## src/rtl/serial_sub_pkg.sv

```systemverilog
// rtl/serial_sub_pkg.sv - shared state encoding and default width for the serial subtractor
package serial_sub_pkg;

  localparam int SUB_WIDTH = 16;

  typedef enum logic [1:0] {
    IDLE  = 2'd0,
    SHIFT = 2'd1,
    DONE  = 2'd2
  } sub_state_t;

endpackage

```

## src/rtl/serial_subtractor_16bit_if.sv

```systemverilog
// rtl/serial_subtractor_16bit_if.sv - request/result bundle between a requester and the serial subtractor
interface serial_subtractor_16bit_if
  import serial_sub_pkg::*;
#(
  parameter int BIT_WIDTH = SUB_WIDTH
) ();

  logic                 start;
  logic [BIT_WIDTH-1:0] a;
  logic [BIT_WIDTH-1:0] b;
  logic                 borrow_in;
  logic                 busy;
  logic                 done;
  logic [BIT_WIDTH-1:0] diff;
  logic                 underflow;

  modport master (
    output start, a, b, borrow_in,
    input  busy, done, diff, underflow
  );

  modport slave (
    input  start, a, b, borrow_in,
    output busy, done, diff, underflow
  );

endinterface

```

## src/rtl/full_subtractor_1bit.sv

```systemverilog
// rtl/full_subtractor_1bit.sv - single-bit full subtractor, a - b - borrow_in
module full_subtractor_1bit (
  input  logic a,
  input  logic b,
  input  logic borrow_in,
  output logic diff,
  output logic borrow_out
);

  assign diff       = a ^ b ^ borrow_in;
  assign borrow_out = (~a & b) | (~(a ^ b) & borrow_in);

endmodule

```

## src/rtl/serial_subtractor_16bit.sv

```systemverilog
// rtl/serial_subtractor_16bit.sv - bit-serial unsigned subtractor, LSB first, one bit per clock
module serial_subtractor_16bit
  import serial_sub_pkg::*;
#(
  parameter int BIT_WIDTH = SUB_WIDTH
) (
  input  logic                      clk,
  input  logic                      n_rst,
  serial_subtractor_16bit_if.slave  sub_if
);

  localparam int               CNT_W    = $clog2(BIT_WIDTH) + 1;
  localparam logic [CNT_W-1:0] LAST_BIT = CNT_W'(BIT_WIDTH - 1);

  sub_state_t           state_q, state_d;
  logic [CNT_W-1:0]     cnt_q, cnt_d;
  logic [BIT_WIDTH-1:0] a_sh_q, a_sh_d;
  logic [BIT_WIDTH-1:0] b_sh_q, b_sh_d;
  logic                 br_q, br_d;
  logic [BIT_WIDTH-1:0] part_q, part_d;
  logic [BIT_WIDTH-1:0] diff_q, diff_d;
  logic                 uf_q, uf_d;
  logic                 busy_q, busy_d;
  logic                 done_q, done_d;

  logic                 bit_diff;
  logic                 bit_borrow;
  logic                 start_accept;

  full_subtractor_1bit u_fsub (
    .a          (a_sh_q[0]),
    .b          (b_sh_q[0]),
    .borrow_in  (br_q),
    .diff       (bit_diff),
    .borrow_out (bit_borrow)
  );

  assign start_accept = sub_if.start && (state_q != SHIFT);

  always_comb begin
    state_d = state_q;
    cnt_d   = cnt_q;
    a_sh_d  = a_sh_q;
    b_sh_d  = b_sh_q;
    br_d    = br_q;
    part_d  = part_q;
    diff_d  = diff_q;
    uf_d    = uf_q;
    busy_d  = busy_q;
    done_d  = 1'b0;

    case (state_q)
      SHIFT: begin
        a_sh_d = a_sh_q >> 1;
        b_sh_d = b_sh_q >> 1;
        br_d   = bit_borrow;
        part_d = {bit_diff, part_q[BIT_WIDTH-1:1]};
        cnt_d  = cnt_q + 1'b1;
        // Publish straight from the combinational shift so the last bit lands on this same edge.
        if (cnt_q == LAST_BIT) begin
          diff_d  = {bit_diff, part_q[BIT_WIDTH-1:1]};
          uf_d    = bit_borrow;
          done_d  = 1'b1;
          busy_d  = 1'b0;
          state_d = DONE;
        end
      end
      default: begin
        busy_d  = 1'b0;
        state_d = IDLE;
        if (sub_if.start) begin
          a_sh_d  = sub_if.a;
          b_sh_d  = sub_if.b;
          br_d    = sub_if.borrow_in;
          part_d  = '0;
          cnt_d   = '0;
          busy_d  = 1'b1;
          state_d = SHIFT;
        end
      end
    endcase
  end

  always_ff @(posedge clk or negedge n_rst) begin
    if (!n_rst) begin
      state_q <= IDLE;
      cnt_q   <= '0;
      a_sh_q  <= '0;
      b_sh_q  <= '0;
      br_q    <= 1'b0;
      part_q  <= '0;
      diff_q  <= '0;
      uf_q    <= 1'b0;
      busy_q  <= 1'b0;
      done_q  <= 1'b0;
    end else begin
      state_q <= state_d;
      cnt_q   <= cnt_d;
      a_sh_q  <= a_sh_d;
      b_sh_q  <= b_sh_d;
      br_q    <= br_d;
      part_q  <= part_d;
      diff_q  <= diff_d;
      uf_q    <= uf_d;
      busy_q  <= busy_d;
      done_q  <= done_d;
    end
  end

  assign sub_if.busy      = busy_q;
  assign sub_if.done      = done_q;
  assign sub_if.diff      = diff_q;
  assign sub_if.underflow = uf_q;

`ifndef SYNTHESIS
  always @(posedge clk) begin
    if (n_rst && start_accept) begin
      assert (!$isunknown(sub_if.a))
        else $error("Input 'a' is not a digital logic value");
      assert (!$isunknown(sub_if.b))
        else $error("Input 'b' is not a digital logic value");
      assert (!$isunknown(sub_if.borrow_in))
        else $error("Input 'borrow_in' is not a digital logic value");
    end
  end
`endif

endmodule

```

## src/flat_wrapper.sv

```systemverilog
// flat-port wrapper written by rule: the top's interface ports become plain ports
module serial_subtractor_16bit_flat import serial_sub_pkg::*;
#(
  parameter int BIT_WIDTH = SUB_WIDTH
)
  (clk, n_rst, sub_if_start, sub_if_a, sub_if_b, sub_if_borrow_in, sub_if_busy, sub_if_done, sub_if_diff, sub_if_underflow);
  serial_subtractor_16bit_if #(.BIT_WIDTH(BIT_WIDTH)) sub_if_i ();
  input  logic clk;
  input  logic n_rst;
  input wire logic [$bits(sub_if_i.start)-1:0] sub_if_start;
  input wire logic [$bits(sub_if_i.a)-1:0] sub_if_a;
  input wire logic [$bits(sub_if_i.b)-1:0] sub_if_b;
  input wire logic [$bits(sub_if_i.borrow_in)-1:0] sub_if_borrow_in;
  output wire logic [$bits(sub_if_i.busy)-1:0] sub_if_busy;
  output wire logic [$bits(sub_if_i.done)-1:0] sub_if_done;
  output wire logic [$bits(sub_if_i.diff)-1:0] sub_if_diff;
  output wire logic [$bits(sub_if_i.underflow)-1:0] sub_if_underflow;
  assign sub_if_i.start = sub_if_start;
  assign sub_if_i.a = sub_if_a;
  assign sub_if_i.b = sub_if_b;
  assign sub_if_i.borrow_in = sub_if_borrow_in;
  assign sub_if_busy = sub_if_i.busy;
  assign sub_if_done = sub_if_i.done;
  assign sub_if_diff = sub_if_i.diff;
  assign sub_if_underflow = sub_if_i.underflow;
  serial_subtractor_16bit #(.BIT_WIDTH(BIT_WIDTH)) u_core (.clk(clk), .n_rst(n_rst), .sub_if(sub_if_i));
endmodule
```

## config.mk

```make
export PLATFORM = sky130hd
export DESIGN_NAME = serial_subtractor_16bit_flat
export DESIGN_NICKNAME = d
export VERILOG_FILES = /design/src/rtl/serial_sub_pkg.sv /design/src/rtl/serial_subtractor_16bit_if.sv /design/src/rtl/full_subtractor_1bit.sv /design/src/rtl/serial_subtractor_16bit.sv /design/src/flat_wrapper.sv
export SDC_FILE = /design/constraint.sdc
export NUM_CORES = 1
export LEC_CHECK = 0
export ABC_CLOCK_PERIOD_IN_PS = 1500
export BUFFER_PORTS_ARGS = -buffer_cell sky130_fd_sc_hd__clkbuf_2
export CAP_MARGIN = 20
export CORE_ASPECT_RATIO = 0.7
export CORE_MARGIN = 1
export CORE_UTILIZATION = 35
export DETAILED_ROUTE_END_ITERATION = 10
export GPL_TIMING_DRIVEN = 1
export SLEW_MARGIN = 15
export SYNTH_ARGS = -nofsm -noshare
export SYNTH_HDL_FRONTEND = slang
export SYNTH_SLANG_ARGS = --single-unit
```

## constraint.sdc

```tcl
create_clock -name clk -period 1.5 [get_ports clk]
set_input_delay 0.075 -clock clk [delete_from_list [all_inputs] [get_ports clk]]
set_output_delay 0.075 -clock clk [all_outputs]
set_load 0.01 [all_outputs]
```

==> flow_summary_export.csv <==
group,metric,value,unit
routing,vias_per_cell,4.48,
final_layout,fin_util,0.465,
logic_synthesis,avgSynthCellArea,11.3,µm²
clock_tree,insertion_delay,320,ps
place,io_buffers,54,
setup_path,path_depth,6,
setup_path,cp.arrival,1850,ps
place,pre_cts_ws,-182,ps
final_layout,final_cells,463,
grt,grt_use_met3,0.0373,
sta,rsz0062_at_grt,"yes",
setup_path,max_stage_delay,380,ps
min_path,min_path_cells,3,
setup_path,worstPathMaxFanout,13,
sta,finalSetupViolations,16,
clock_tree,cts_tree,"yes",
sta,period_minus_slack,1650,ps
logic_synthesis,yosys.area.top_type,"dfrtp_1",
setup_path,cp-end-kind,"flip-flop",
clock_tree,cts_root_buffer,"clkbuf_16",
place,dpl.cell_count,444,
grt,grt_util_met1,0.198,
routing,drc,0,
grt,grt_max_degree,74,
logic_synthesis,ys_seq_elements,73,
grt,antenna_found_initial,0,
routing,drt_iter0_drc,111,
logic_synthesis,synthFlopType,"dfrtp_1",
floorplan,die_y,81.4,µm
grt,grt_pass1_wl,9.80,mm
run_status,violations,"negative setup slack",
grt,busiest_layer,"met1",
routing,firstDrtPassIters,4,
logic_synthesis,yosys_warnings,0,
place,hpwl,3.76,mm
setup_path,path_buf_inv,1,
setup_path,rr_worst_depth,6,
floorplan,coreArea,8580,µm²
power_and_ir_drop,powerDensity,1960,nW/µm²
grt,overflow,0,
place,place_congestion,0.710,
sta,hold_viol,0,
setup_path,critPathKind,"flip-flop to flip-flop",
setup_path,critical-path-top-delay-family,"flip-flops",
clock_tree,ctsHtreeMaxLevel,3,
routing,num_vias,2076,
logic_synthesis,netlist_instances,278,
logic_synthesis,synth-edff-count,0,
floorplan,start_util,0.367,
flow_run,cap_violations,0,
floorplan,die_area,9390,µm²
sta,report.final.slew_viol_count,0,
logic_synthesis,seq_area_frac_synth,0.580,
logic_synthesis,postSynth.asyncResetShare,1.00,
logic_synthesis,ys_top_cells_by_count,"dfrtp_1 (73), nand2_1 (49), o21ai_0 (43)",
final_layout,drive_above_1_share,0.303,
sta,worst_slew_pin_slew,389,ps
clock_tree,clock-sinks,73,
clock_tree,numCtsBuffers,9,
logic_synthesis,synth_area,3150,µm²
sta,fin_ws,-149,ps
run_status,run_status,"finished, violations left",
sta,min_period_over_period,1.10,
sta,relSlewSlack,0.740,
setup_path,worstSetupStartpointType,"flip-flop",
routing,wirelength,5.82,mm
clock_tree,clkTransAtPathRegs,60,ps
floorplan,rows,28,
grt,grtUsageMet2,0.194,
sta,setup_tns,-2180,ps
logic_synthesis,yosysMostFrequentCell,"dfrtp_1",
power_and_ir_drop,vdd_drop_max,0.591,mV
final_layout,syn2layout_area_growth,26.7,%
final_layout,antenna_cells,0,
clock_tree,cts_buffer_depth,2,
grt,track_usage,0.138,
place,placed_area,3660,µm²
logic_synthesis,syn_nets,317,
logic_synthesis,synth_area_leaders,"dfrtp_1 (58%), mux2i_1 (10%), o21ai_0 (6.8%)",
setup_path,cp_cell_sequence,"ha_2, and3_4, ha_4, nand3b_1, buf_12, mux2_4",
floorplan,pin_count,55,
final_layout,stdcell_area,3990,µm²
floorplan,die_x,115,µm
sta,fmax,606,MHz
routing,wl_per_cell,12.6,µm
setup_path,crit_slowest_cell,"dfrtp_1",
setup_path,worst_ep_required_time,1700,ps
final_layout,nets,377,
logic_synthesis,synth_top_area_frac,0.580,
power_and_ir_drop,p_leak,2.05,nW
routing,ant_nets,0,
min_path,hold_path_class,"primary input to flip-flop",
grt,grt_pass1_vias,2013,
sta,fin_worst_skew,4.75,ps
logic_synthesis,synth_cell_types,26,
## power breakdown
group	switching, mW	internal, mW
clock	0.780	1.28
sequential	0.466	2.78
combinational	1.27	1.26
## final cells by class
class / count / area, µm²
Clock buffer: 10 / 229
Timing Repair Buffer: 68 / 434
Clock inverter: 6 / 58.8
Multi-Input combinational cell: 181 / 1270
Sequential cell: 73 / 1830
Fill cell: 804 / 4590
Tap cell: 120 / 150
Inverter: 5 / 18.8
## layout by cell type, fill, tap and decap left out, drive strengths merged
| cell | netlist | routed |
|---|---|---|
| dfrtp | 73 | 73 |
| clkbuf | 7 | 63 |
| nand2 | 49 | 49 |
| o21ai | 48 | 48 |
| mux2i | 33 | 33 |
| mux2 | 18 | 18 |
| nand2b | 17 | 17 |
| buf | 12 | 14 |
| inv | 5 | 5 |
| clkinv | 0 | 5 |
| nor2 | 4 | 4 |
| ha | 2 | 2 |
| nand3b | 1 | 1 |
| and3 | 1 | 1 |
| nor2b | 1 | 1 |
| nand3 | 1 | 1 |
| xnor2 | 1 | 1 |
| a22o | 1 | 1 |
| or3 | 1 | 1 |
| o211a | 1 | 1 |
| a21oi | 1 | 1 |
| fa | 1 | 1 |
| bufinv | 0 | 1 |
| dlygate4sd3 | 0 | 1 |
## final timing paths
path	from	to	slack, ps
min in group asynchronous	n_rst	u_core.part_q[13]$_DFFE_PN0P_	310
worst min register to register	u_core.a_sh_q[15]$_DFFE_PN0P_	u_core.a_sh_q[14]$_DFFE_PN0P_	470
worst max register to register	u_core.cnt_q[1]$_DFFE_PN0P_	u_core.sub_if.diff[2]$_DFFE_PN0P_	-150
worst max-delay path	u_core.cnt_q[1]$_DFFE_PN0P_	u_core.sub_if.diff[2]$_DFFE_PN0P_	-150
worst min-delay path	sub_if_b[15]	u_core.b_sh_q[15]$_DFFE_PN0P_	20
max in group asynchronous	n_rst	u_core.a_sh_q[10]$_DFFE_PN0P_	870
## worst register-to-register path: cells and delay by family, from the launching register on
| family | cells | cell delay (ps) |
|---|---|---|
| multiplexers | 1 | 310 |
| buffers and inverters | 1 | 180 |
| adder cells (fa/ha/maj) | 2 | 340 |
| AND/OR/NAND/NOR | 2 | 310 |
| flip-flops | 1 | 380 |
## routing by layer
layer / vias to the layer above / share of wire
met3: 5 / 0.036
met5: - / 0
met1: 978 / 0.53
met2: 36 / 0.42
li1: 1057 / -
met4: 0 / 0.012
## per-stage QoR
step / power, mW / hold slack, ps
floorplan: 4.97 / -221
global placement: 5.68 / 121
detailed placement: 5.78 / 123
CTS: 7.94 / 5.21
global route: 8.45 / 29.8
finish: 7.83 / 16.9
## sequential cells by signal (all words and copies together) (netlist names)
name	flops
u_core.a_sh_q	16
u_core.b_sh_q	16
u_core.br_q	1
u_core.cnt_q	5
u_core.part_q	15
u_core.state_q	2
u_core.sub_if.diff	16
u_core.sub_if.done	1
u_core.sub_if.underflow	1
## kinds of logic after synthesis
| kind of cell | Yosys count | synth area share |
|---|---|---|
| mux | 51 | 0.169 |
| buf+inv | 24 | 0.0437 |
| compound gates | 51 | 0.0838 |
| simple gates | 75 | 0.107 |
| xor+xnor | 1 | 0.00278 |
| flops | 73 | 0.580 |
| fa+ha+maj | 3 | 0.0143 |
## what timing repair did
| action | CTS | global route |
|---|---|---|
| hold buffers | 1 | 0 |
| hold endpoints to repair | 73 | 0 |
| setup buffers | 1 | 1 |
| resized for setup | 4 | 0 |
| setup endpoints to repair | 16 | 18 |
| gates cloned | 0 | 0 |
No activity file was read; power rests on OpenSTA's default activity.
